==> config.mk <==
export PLATFORM = sky130hd
export DESIGN_NAME = run_detector
export DESIGN_NICKNAME = d
export VERILOG_FILES = /design/src/rtl/run_det_pkg.sv /design/src/rtl/sat_counter.sv /design/src/rtl/run_detector.sv
export SDC_FILE = /design/constraint.sdc
export NUM_CORES = 1
export LEC_CHECK = 0
export ABC_AREA = 1
export CAP_MARGIN = 25
export CORE_UTILIZATION = 51
export CTS_CLUSTER_DIAMETER = 40
export DETAILED_ROUTE_END_ITERATION = 12
export GPL_TIMING_DRIVEN = 1
export PLACE_DENSITY = 0.75
export REMOVE_ABC_BUFFERS = 1
export SLEW_MARGIN = 10
export SYNTH_ARGS = -nofsm -noshare
export SYNTH_HDL_FRONTEND = slang
export SYNTH_SLANG_ARGS = --single-unit
==> constraint.sdc <==
create_clock -name clk -period 1.92 [get_ports clk]
set_clock_uncertainty 0.2 [all_clocks]
set_input_delay 0.48 -clock clk [delete_from_list [all_inputs] [get_ports clk]]
set_output_delay 0.48 -clock clk [all_outputs]
set_load 0.02 [all_outputs]
==> src/rtl/run_det_pkg.sv <==
// rtl/run_det_pkg.sv - shared state encoding and output mode constants for run_detector
package run_det_pkg;

  typedef enum logic [1:0] {
    IDLE,
    RUN,
    HIT,
    HOLD
  } run_state_t;

  localparam logic MODE_LEVEL = 1'b0;
  localparam logic MODE_PULSE = 1'b1;

endpackage

==> src/rtl/sat_counter.sv <==
// rtl/sat_counter.sv - saturating up-counter with synchronous clear
module sat_counter #(
  parameter int W = 4
) (
  input  logic         clk,
  input  logic         reset,
  input  logic         inc,
  input  logic         clr,
  output logic [W-1:0] q
);

  // A clear that coincides with an increment leaves the count at 1.
  always_ff @(posedge clk or negedge reset) begin
    if (!reset) begin
      q <= '0;
    end else if (clr) begin
      q <= inc ? W'(1) : '0;
    end else if (inc && (q != '1)) begin
      q <= q + W'(1);
    end
  end

endmodule

==> src/rtl/run_detector.sv <==
// rtl/run_detector.sv - consecutive-bit run detector with level/pulse flag and run statistics
import run_det_pkg::*;

module run_detector #(
  parameter int RUN_LEN = 3,
  parameter int CNT_W   = 4,
  parameter int HIT_W   = 8
) (
  input  logic             clk,
  input  logic             reset,
  input  logic             en,
  input  logic             in_bit,
  input  logic             target,
  input  logic             mode,
  input  logic             clr_hits,
  output logic             out_bit,
  output logic [CNT_W-1:0] run_len,
  output logic [HIT_W-1:0] hits
);

  localparam logic [CNT_W-1:0] LAST_RUN = CNT_W'(RUN_LEN - 1);

  run_state_t state, state_nxt;
  logic       target_q;
  logic       target_chg;
  logic       match;
  logic       miss;
  logic       out_q;
  logic       out_nxt;
  logic       hit_entry;

  // A target change discards the sample of that cycle.
  assign target_chg = (target != target_q);
  assign match      = en && (in_bit == target) && !target_chg;
  assign miss       = en && (in_bit != target) && !target_chg;
  assign hit_entry  = (state_nxt == HIT);

  always_comb begin
    state_nxt = state;
    if (target_chg || miss) begin
      state_nxt = IDLE;
    end else if (match) begin
      case (state)
        IDLE:     state_nxt = (RUN_LEN == 1) ? HIT : RUN;
        RUN:      state_nxt = (run_len == LAST_RUN) ? HIT : RUN;
        HIT:      state_nxt = HOLD;
        HOLD:     state_nxt = HOLD;
        default:  state_nxt = IDLE;
      endcase
    end else if (state == HIT) begin
      state_nxt = HOLD;
    end
  end

  always_comb begin
    out_nxt = 1'b0;
    if (state_nxt == HIT) begin
      out_nxt = 1'b1;
    end else if ((state_nxt == HOLD) && (mode == MODE_LEVEL)) begin
      out_nxt = 1'b1;
    end
  end

  always_ff @(posedge clk or negedge reset) begin
    if (!reset) begin
      state    <= IDLE;
      target_q <= 1'b0;
      out_q    <= 1'b0;
    end else begin
      state    <= state_nxt;
      target_q <= target;
      out_q    <= out_nxt;
    end
  end

  assign out_bit = out_q;

  sat_counter #(.W(CNT_W)) u_run_cnt (
    .clk   (clk),
    .reset (reset),
    .inc   (match),
    .clr   (target_chg || miss),
    .q     (run_len)
  );

  sat_counter #(.W(HIT_W)) u_hit_cnt (
    .clk   (clk),
    .reset (reset),
    .inc   (hit_entry),
    .clr   (clr_hits),
    .q     (hits)
  );

endmodule

==> results.md <==
- Chip width: 48.0 um
- CTS tree: yes
- Ys Warns: 0
- Post-layout util: 68.1%
- Antenna-violating nets left: 0
- Max VDD drop: a little over 0.4 mV
- Global route overflow: 0
- Least-Margin Pin Slew: roughly 0.24 ns
- CP Launch Type: input pin
- Postcts setup bufs: 0
- Crit path DAT: 1.82 ns
- Crit-path cells: clkdlybuf4s50_1, inv_2, nand2_2, nand3_4, nor2_8, nand3_4, nand2_8, nand2_2, nand2_1
- Root Driver: clkbuf_4
- Post-DP HPWL: ~1800 um
- Post-synthesis sequential area ratio: 37.2%
- Reg area: around 400 um2
- Worst-path fanout max: 9
- TritonCTS buffer count: 3
- Slew Limit Fails: 0
- Hold Buf Count CTS: 0
- Reg2reg path depth: 8
- First-pass GRT wire length: between 3000 and 4000 um
- Fillcell total: about 170
- Die area: about 0.0023 mm2
- Cell Area, Synth: 0.00108 mm2
- CP max stage delay: 0.54 ns
- Latest clock arrival within the worst-skew pair: 0.28 ns
- Critical Path Sink Type: register
- Multi-input logic area: between 500 and 600 um2
- Status: completed
- Critical Path RT: 1.94 ns
- DRC viols: 0
- Cells after Synth: approximately 140
- Non-Filler Instances: about 200
- Gr usage total: a little over a fifth
- Final WL: between 2000 and 2500 um
- # nets final: between 150 and 200
- Drt pass-1 iters: 4
- Worst reg2reg path endpoint: u_hit_cnt.q[5]$_DFFE_PN0P_
- Static leakage: between 0.7 and 0.8 nW
- Vias in the first global route: around 800
- R2R Path Start: u_hit_cnt.q[1]$_DFFE_PN0P_
- DR iter-0 viols: 9
- Synth Register Bits: 16
- Clk sinks: 16
- Slew margin rel.: between 80% and 90%
- Via density: roughly 4.9
- Final hold violation count: 0
- Placed cell count: slightly below 200
- Fmax: between 0.5 and 0.6 GHz
- Vias post-DR: just under 1000
- Core ar.: 0.00198 mm2
- Ant diodes: 0
- Clock transition at path regs: approximately 0.090 ns
- Hold crit path type: input pin to async pin
- Avg Inst Size Synth: 7.53 um2
- Site row count: 16
- Tcrit/Tclk final: between 90% and 100%
- Reg2Reg Setup Slack: between 0.2 and 0.3 ns
- RSZ-0062 raised after global routing: no
- I/O Buffers: 19
- Initial antenna violation count: 0
- Critical path class: input pin to register
- H-tree Lvls: 1
- CTS max path bufs: 2
- Max-cap violations: 0
- Gp weighted congestion: 0.852
- Slowest CP cell: clkdlybuf4s50_1
- Layout cell share with drive strength beyond 1: 17.1%
- Area grow syn2layout: 25.2%
- PwrDens: around 500 mW/mm2
- Initial cell density of the core: 54.4%
- Yosys cell types: 25
- Boundary Pins: 20
- Final setup fails: 0
- Die Ht: around 48 um
- Crit path time final: ~1.8 ns
- Pin count of the biggest net entering global routing: 17
- WL/cell: approximately 12 um
state kept, by name, indices dropped and copies added (netlist names):
register     flops
state            2
u_hit_cnt.q      8
u_run_cnt.q      4
out_bit          1
target_q         1
report_power, final:
part	internal [mW]	total, mW	switching, mW
logic	0.0383	0.100	0.0620
clock network	0.115	0.220	0.104
registers	0.344	0.352	0.00866
metrics by stage:
step           TNS [ns]  setup WS [ns]  area [um2]  hold slack (ns)  total power, mW
2_1_floorplan         0          0.295        1060          -0.0156            0.415
3_3_place_gp     -0.986         -0.115        1330            0.302            0.459
3_5_place_dp      -1.94         -0.183        1330            0.308            0.463
4_1_cts               0        0.00984        1350            0.313            0.679
5_1_grt               0         0.0474        1350            0.348            0.707
6_report              0          0.121        1350            0.315            0.672
layer usage:
metal / up-vias / GRT usage [%] / share of wire, %
met1: 436 / 27.3 / 45
met2: 19 / 39.2 / 52
met5: - / 0 / 0
li1: 503 / - / -
met3: 4 / 2.26 / 2.3
met4: 0 / 6.67 / 1.0
how the worst max path moves through the flow:
stage	from	to	slack [ns]	depth (start not counted)
after floorplan	u_hit_cnt.q[1]$_DFFE_PN0P_	u_hit_cnt.q[5]$_DFFE_PN0P_	0.30	8
after global placement	target	u_hit_cnt.q[2]$_DFFE_PN0P_	-0.12	9
after detailed placement	target	u_hit_cnt.q[5]$_DFFE_PN0P_	-0.18	9
after CTS	out_bit$_DFF_PN0_	out_bit	0.01	1
after global routing	target	u_hit_cnt.q[5]$_DFFE_PN0P_	0.05	9
final	target	u_hit_cnt.q[5]$_DFFE_PN0P_	0.12	9
Yosys cell counts:
cell / instances / area (um2)
inv_2: 3 / 11.3
xor2_1: 1 / 8.76
nor2_4: 1 / 11.3
clkbuf_8: 1 / 13.8
ha_1: 3 / 37.5
nand2_8: 1 / 20.0
o31ai_1: 1 / 7.51
o21ai_0: 1 / 5.00
nor2_2: 1 / 6.26
nand2_4: 1 / 11.3
nor2_8: 1 / 20.0
nor3_4: 1 / 16.3
nand3_4: 2 / 35.0
a21oi_1: 1 / 5.00
nand2_2: 9 / 56.3
nor2_1: 14 / 52.6
nand2_1: 43 / 161
dfrtp_1: 16 / 400
inv_1: 18 / 67.6
nand3_1: 18 / 90.1
o2111ai_1: 1 / 8.76
nand4_1: 1 / 6.26
nor3_1: 2 / 10.0
nand3b_1: 1 / 7.51
o21bai_1: 1 / 7.51
worst max-delay path: cells and delay by family:
kind,cells,cell delay [ns]
AND/OR/NAND/NOR,7,0.74
buffers and inverters,2,0.60
timing repair:
action / CTS / global route
pin swaps: 0 / 0
endpoints found under the setup margin: 12 / 1
gates resized for setup: 12 / 1
cloned: 0 / 0
placed cells by master, fill, tap and decap left out:
| cell type | instances |
|---|---|
| buf_4 | 5 |
| nor2_8 | 1 |
| nor2_2 | 1 |
| ha_1 | 3 |
| nand4_1 | 1 |
| nand3_1 | 18 |
| nor3_4 | 1 |
| dlymetal6s2s_1 | 1 |
| nand2_2 | 9 |
| xor2_1 | 1 |
| nor2_1 | 14 |
| nand2_1 | 43 |
| a21oi_1 | 1 |
| nand2_8 | 1 |
| nand2_4 | 1 |
| o2111ai_1 | 1 |
| nor3_1 | 2 |
| clkdlybuf4s50_1 | 6 |
| o21ai_0 | 1 |
| clkbuf_8 | 1 |
| inv_2 | 3 |
| clkbuf_4 | 3 |
| o21bai_1 | 1 |
| dlygate4sd2_1 | 12 |
| o31ai_1 | 1 |
| nand3b_1 | 1 |
| nand3_4 | 2 |
| inv_1 | 18 |
| nor2_4 | 1 |
| dfrtp_1 | 16 |
cell families after synthesis:
group | Yosys count | synth area share (%)
AND/OR/NAND/NOR | 96 | 46.8
buffers and inverters | 22 | 8.59
flip-flops | 16 | 37.2
AO/OA/AOI/OAI | 5 | 3.14
adder cells (fa/ha/maj) | 3 | 3.48
XOR/XNOR | 1 | 0.813
layout make-up:
| class | count | area share (%) |
|---|---|---|
| Clock buffer | 4 | 2.69 |
| Inverter | 21 | 5.84 |
| Multi-Input combinational cell | 105 | 43.3 |
| Sequential cell | 16 | 29.7 |
| Tap cell | 27 | 2.50 |
| Timing Repair Buffer | 24 | 16.0 |
No activity file was read; power rests on OpenSTA's default activity.
